### src/rtl/crypt_pkg.sv
// Shared constants, stage record type and 8-bit rotation helpers for the
// four-round byte cipher.
package crypt_pkg;

  localparam int ROUNDS = 4;

  // One pipeline stage carries its own data, key and direction.
  typedef struct packed {
    logic [7:0] data;
    logic [7:0] key;
    logic       sel;
  } stage_t;

  function automatic logic [7:0] rotl1(input logic [7:0] x);
    return {x[6:0], x[7]};
  endfunction

  function automatic logic [7:0] rotr1(input logic [7:0] x);
    return {x[0], x[7:1]};
  endfunction

  // Wrap-around left rotation by 0..3 bits: rotate a doubled copy and take
  // the upper byte.
  function automatic logic [7:0] rotl_n(input logic [7:0] x, input logic [1:0] n);
    logic [15:0] w;
    w = {x, x} << n;
    return w[15:8];
  endfunction

endpackage

### src/rtl/crypt_if.sv
// Round-function bus: operand, key, direction and round index in; result out.
interface crypt_if;
  logic [7:0] x;
  logic [7:0] key;
  logic       sel;
  logic [1:0] rnd;
  logic [7:0] y;

  modport master (output x, output key, output sel, output rnd, input y);
  modport slave  (input x, input key, input sel, input rnd, output y);
endinterface

### src/rtl/crypt_round.sv
// Combinational cipher round. sel=1 encrypts: rotl1(x ^ rk);
// sel=0 decrypts: rotr1(x) ^ rk. The round key is K rotated left by rnd.
module crypt_round
  import crypt_pkg::*;
(
  crypt_if.slave bus
);

  logic [7:0] w_rk;

  // Derive the round key, then apply the round in the selected direction.
  always_comb begin
    w_rk = rotl_n(bus.key, bus.rnd);
    if (bus.sel) bus.y = rotl1(bus.x ^ w_rk);
    else         bus.y = rotr1(bus.x) ^ w_rk;
  end

endmodule

### src/rtl/top.sv
// Four-stage pipelined byte cipher. Each stage applies one round and
// registers its result together with the key and direction it was given, so
// every byte in flight is processed with its own K and sel. Bytes sampled at
// edge N are on O right after edge N+3; one byte accepted per cycle.
module top
  import crypt_pkg::*;
(
  input  logic clk,
  input  logic rst,
  input  logic sel,
  input  logic i7, i6, i5, i4, i3, i2, i1, i0,
  input  logic k7, k6, k5, k4, k3, k2, k1, k0,
  output logic o7, o6, o5, o4, o3, o2, o1, o0,
  output logic high
);

  logic   [7:0]              w_d;
  logic   [7:0]              w_k;
  stage_t [ROUNDS-1:0]       w_in;
  stage_t [ROUNDS-1:0]       w_out;
  stage_t [ROUNDS-1:0]       r_stage;
  logic                      w_unused_tail;

  assign w_d = {i7, i6, i5, i4, i3, i2, i1, i0};
  assign w_k = {k7, k6, k5, k4, k3, k2, k1, k0};

  // Stage 0 takes the pins; every later stage takes its predecessor's register.
  always_comb begin
    w_in[0] = '{data: w_d, key: w_k, sel: sel};
    for (int s = 1; s < ROUNDS; s++) w_in[s] = r_stage[s-1];
  end

  for (genvar g = 0; g < ROUNDS; g++) begin : g_stage
    crypt_if u_bus ();

    // Encrypt walks rounds 0..3 down the pipe; decrypt walks 3..0.
    assign u_bus.x   = w_in[g].data;
    assign u_bus.key = w_in[g].key;
    assign u_bus.sel = w_in[g].sel;
    assign u_bus.rnd = w_in[g].sel ? 2'(g) : 2'(ROUNDS - 1 - g);

    crypt_round u_round (.bus(u_bus));

    assign w_out[g] = '{data: u_bus.y, key: w_in[g].key, sel: w_in[g].sel};
  end

  // Stage registers; reset flushes every in-flight byte, key and direction.
  always_ff @(posedge clk) begin
    if (rst) r_stage <= '0;
    else     r_stage <= w_out;
  end

  assign {o7, o6, o5, o4, o3, o2, o1, o0} = r_stage[ROUNDS-1].data;
  assign high = 1'b1;

  // Last stage's key/direction are carried for uniformity but have no consumer.
  assign w_unused_tail = ^{r_stage[ROUNDS-1].key, r_stage[ROUNDS-1].sel};

endmodule

### config.mk
export PLATFORM = sky130hd
export DESIGN_NAME = top
export DESIGN_NICKNAME = d
export VERILOG_FILES = /design/src/rtl/crypt_pkg.sv /design/src/rtl/crypt_if.sv /design/src/rtl/crypt_round.sv /design/src/rtl/top.sv
export SDC_FILE = /design/constraint.sdc
export NUM_CORES = 1
export LEC_CHECK = 0
export BUFFER_PORTS_ARGS = -buffer_cell sky130_fd_sc_hd__clkbuf_2
export CAP_MARGIN = 20
export CORE_UTILIZATION = 52
export DETAILED_ROUTE_END_ITERATION = 7
export GPL_TIMING_DRIVEN = 0
export PLACE_DENSITY_LB_ADDON = 0.12
export SETUP_SLACK_MARGIN = 0.1
export SYNTH_ARGS = -nofsm -noshare
export SYNTH_HDL_FRONTEND = slang
export SYNTH_SLANG_ARGS = --single-unit
export TNS_END_PERCENT = 100
### constraint.sdc
create_clock -name clk -period 1.35 [get_ports clk]
set_clock_uncertainty 0.1 [all_clocks]
set_input_delay 0.2025 -clock clk [delete_from_list [all_inputs] [get_ports clk]]
set_output_delay 0.2025 -clock clk [all_outputs]
set_load 0.01 [all_outputs]
==> impl_results.md <==
* Status: completed
* Fmax at 810 MHz
* Power share of the clock group at 37.2%
* Critical-path top delay cell: mux2_2
* Top routing layer in use: met4
* Routed Antenna Nets at 0
* Initial Utilization at 54.2%
* Ranking of synthesized cells by area: dfxtp_1, xnor2_1, nor2b_1, o22ai_1, mux2_2
* Post-Synth Adder-Cell Area at 0%
* Hold Crit Class: in -> reg
* WP data required at roughly 1.5 ns
* Main synth FF type: dfxtp_1
* Most frequent cell after synthesis: dfxtp_1
* Worst r2r src: g_stage[1].u_bus.sel
* Seq/Total Area, Yosys at a little over half
* RSZ-0062 raised after global routing: yes
* GRT overflow at 0
* Crit path from: g_stage[1].u_bus.sel
* Flops & latches, synth at 59
* Bufs on Longest Clock Path at 2
* CTS Hold Bufs at 0
* Critical path fanouts, max at 4
* Leakage power at about 1.0 nW
* Num ports at 28
* Metal3 WL at 107 um
* Placeable Area at 4000 um2
* DIE HEIGHT at 66.6 um
* Power per cell area at 1440 nW/um2
* MaxCap Viol Count at 0
* Largest net degree at the start of global routing at 11
* TritonCTS clock tree: done
* Drt pass-1 iters at 5
* Avg Cell Area, Syn at 11.2 um2
* Crit path kind: reg -> reg
* GP Congestion at 0.734
* Sw Ratio at 22.8%
* Htree depth at 3
* Area Overhead vs Synth at 18.1%
* CTS buffer count at 9
* PnR worst setup slack at around 0.12 ns
* Largest family of logic cells by synthesized area: XOR/XNOR gates
* Met1 wire length at 1.32 mm
* Vias per Instance at 4.80
* Final setup vio count at 0
* Psw at 0.841 mW
* Cell row count at 23
* Crit-path cells: buf_4, mux2i_1, mux2_2
* Top cells by count, synth: dfxtp_1, xnor2_1, nor2b_1, o22ai_1
* Top cell type's share of synthesized area at 54.4%
* Asr flop ratio synth at 0%
* First-pass GRT wire length at 5.55 mm
* Initial DRC Count at 31
* IO buf count at 26
* Peak supply drop at 0.910 mV
* Synth Area in Compound Gates at 6.92%
* Hold Crit Start: k2
* Mux cell area share after synthesis at 7.84%
* Int Pwr at around 2.8 mW
* Warnings from Yosys at 0
* Wire per inst at 11.4 um
* Crit end category: flop
* Final min period at about 1.2 ns
* XOR/XNOR Fraction of Synth Area at between 10% and 20%
* Vias at roughly 1,400
* Post-synth design cell area at 2170 um2
* Chip Width at 66.6 um
* Antenna violations before repair at 0
* Cells after Synth at 193
* CP peak stage delay at 0.35 ns
* Total Power at about 3.7 mW
* Die Footprint at approximately 4400 um2
* DP Wirelength at around 2.4 mm
* Gr usage total at between 10% and 20%
* EDFF count, synth at 0
* Num Clock Sinks at 59
* Postcts setup bufs at 0
* Simple-gate share of the synthesized area at 10.3%
* DRC at 0
* Comb power frac at 10.8%
* Dpl cell area at 2360 um2
* Layout cells sized above 1 at 26.3%
* CTS Root Cell: clkbuf_8
* DRT Wirelength at between 3 and 4 mm
* Met2 wire length at 1.77 mm
* Final hold violation count at 0
* Clk_lat worst skew at 0.32 ns
* Vias in the first global route at 1,362
* CTS clk-pin slew, worst paths at 0.06 ns
* Setup TNS at 0 ns
* Final Cell Area at 2560 um2
* Ant. Diodes at 0
* Final #Nets at 250
* Post-Syn Nets at 212
* Slew Limit Fails at 0
* Worst Setup Start Kind: flop
* Unique cell type count in the Yosys netlist at 16
* Area leader, netlist: dfxtp_1
* WP data arrival at roughly 1.4 ns
* Sequential Power Share at 52.0%
* Final critical-path share of the clock period at between 90% and 100%
* Dpl ws at 0.0764 ns
[metrics by stage]
| stage | cells | util, % | hold WS, ns |
|---|---|---|---|
| 2_1_floorplan | 193 | - | 0.231 |
| 3_3_place_gp | 269 | 59.1 | 0.365 |
| 3_5_place_dp | 269 | 59.1 | 0.369 |
| 4_1_cts | 286 | 63.7 | 0.0250 |
| 5_1_grt | 286 | 64.1 | 0.0391 |
| 6_report | 286 | 64.1 | 0.0408 |
[logic make-up (layout without fill, tap and decap cells)]
| family | count (synthesis) | count (layout) |
|---|---|---|
| simple gates | 39 | 39 |
| xor+xnor | 40 | 40 |
| other cells | 1 | 1 |
| mux | 16 | 16 |
| compound gates | 24 | 24 |
| flops | 59 | 59 |
| buf+inv | 14 | 57 |
[path summary, 6_finish.rpt]
check | end | slack, ns | cells after the start
setup / recovery | g_stage[2].u_bus.x[2] | 0.12 | 3
hold reg to reg | g_stage[2].u_bus.key[7] | 0.37 | 1
hold / removal | g_stage[1].u_bus.key[2] | 0.04 | 2
setup reg to reg | g_stage[2].u_bus.x[2] | 0.12 | 3
[routing by layer]
layer,up-vias,global-route usage (%)
li1,711,-
met1,621,15.7
met5,-,0
met4,0,12.8
met2,35,32.8
met3,5,5.14
[placed cells by master (no fill, tap or decap)]
master / instances
dfxtp_1: 58
xnor2_1: 40
clkbuf_2: 27
nor2b_1: 25
o22ai_1: 24
clkbuf_8: 11
nor2_1: 8
mux2i_1: 6
mux2_2: 6
buf_2: 5
buf_6: 4
clkbuf_1: 4
or2_1: 3
nand2b_1: 3
inv_1: 2
mux2i_2: 2
mux2_4: 2
buf_4: 2
clkinv_2: 2
conb_1: 1
dfxtp_2: 1
[final cells by class]
class                   instances  area, um2
fillers                       344       1440
flip-flops and latches         59       1180
multi-input cells             120        913
clock buffers                  14        163
repair buffers                 27        138
plain buffers                  12       86.3
well taps                      50       62.6
clock inverters                 2       10.0
inverters                       2       7.51
[sequential cells by signal, indices dropped and copies added (netlist names)]
| signal | flops |
|---|---|
| o7 | 1 |
| o6 | 1 |
| g_stage.u_bus.sel | 3 |
| o5 | 1 |
| g_stage.u_bus.key | 24 |
| o2 | 1 |
| o4 | 1 |
| o1 | 1 |
| o3 | 1 |
| o0 | 1 |
| g_stage.u_bus.x | 24 |
[power groups by stage]
stage | clock, mW | sequential (mW) | combinational, mW
detailed placement | 0 | 1.96 | 0.389
floorplan | 0 | 1.95 | 0.280
global route | 1.49 | 1.93 | 0.441
CTS | 1.40 | 1.92 | 0.394
global placement | 0 | 1.95 | 0.376
finish | 1.37 | 1.92 | 0.399
[critical path, delay by kind of cell (launching register included)]
family | cells | cell delay, ns
mux | 2 | 0.55
buf+inv | 1 | 0.14
flops | 1 | 0.34
[what timing repair did]
item | CTS | global route
setup endpoints to repair | 8 | 8
gates cloned | 1 | 0
gates resized for setup | 3 | 4
No activity file was read; power rests on OpenSTA's default activity.
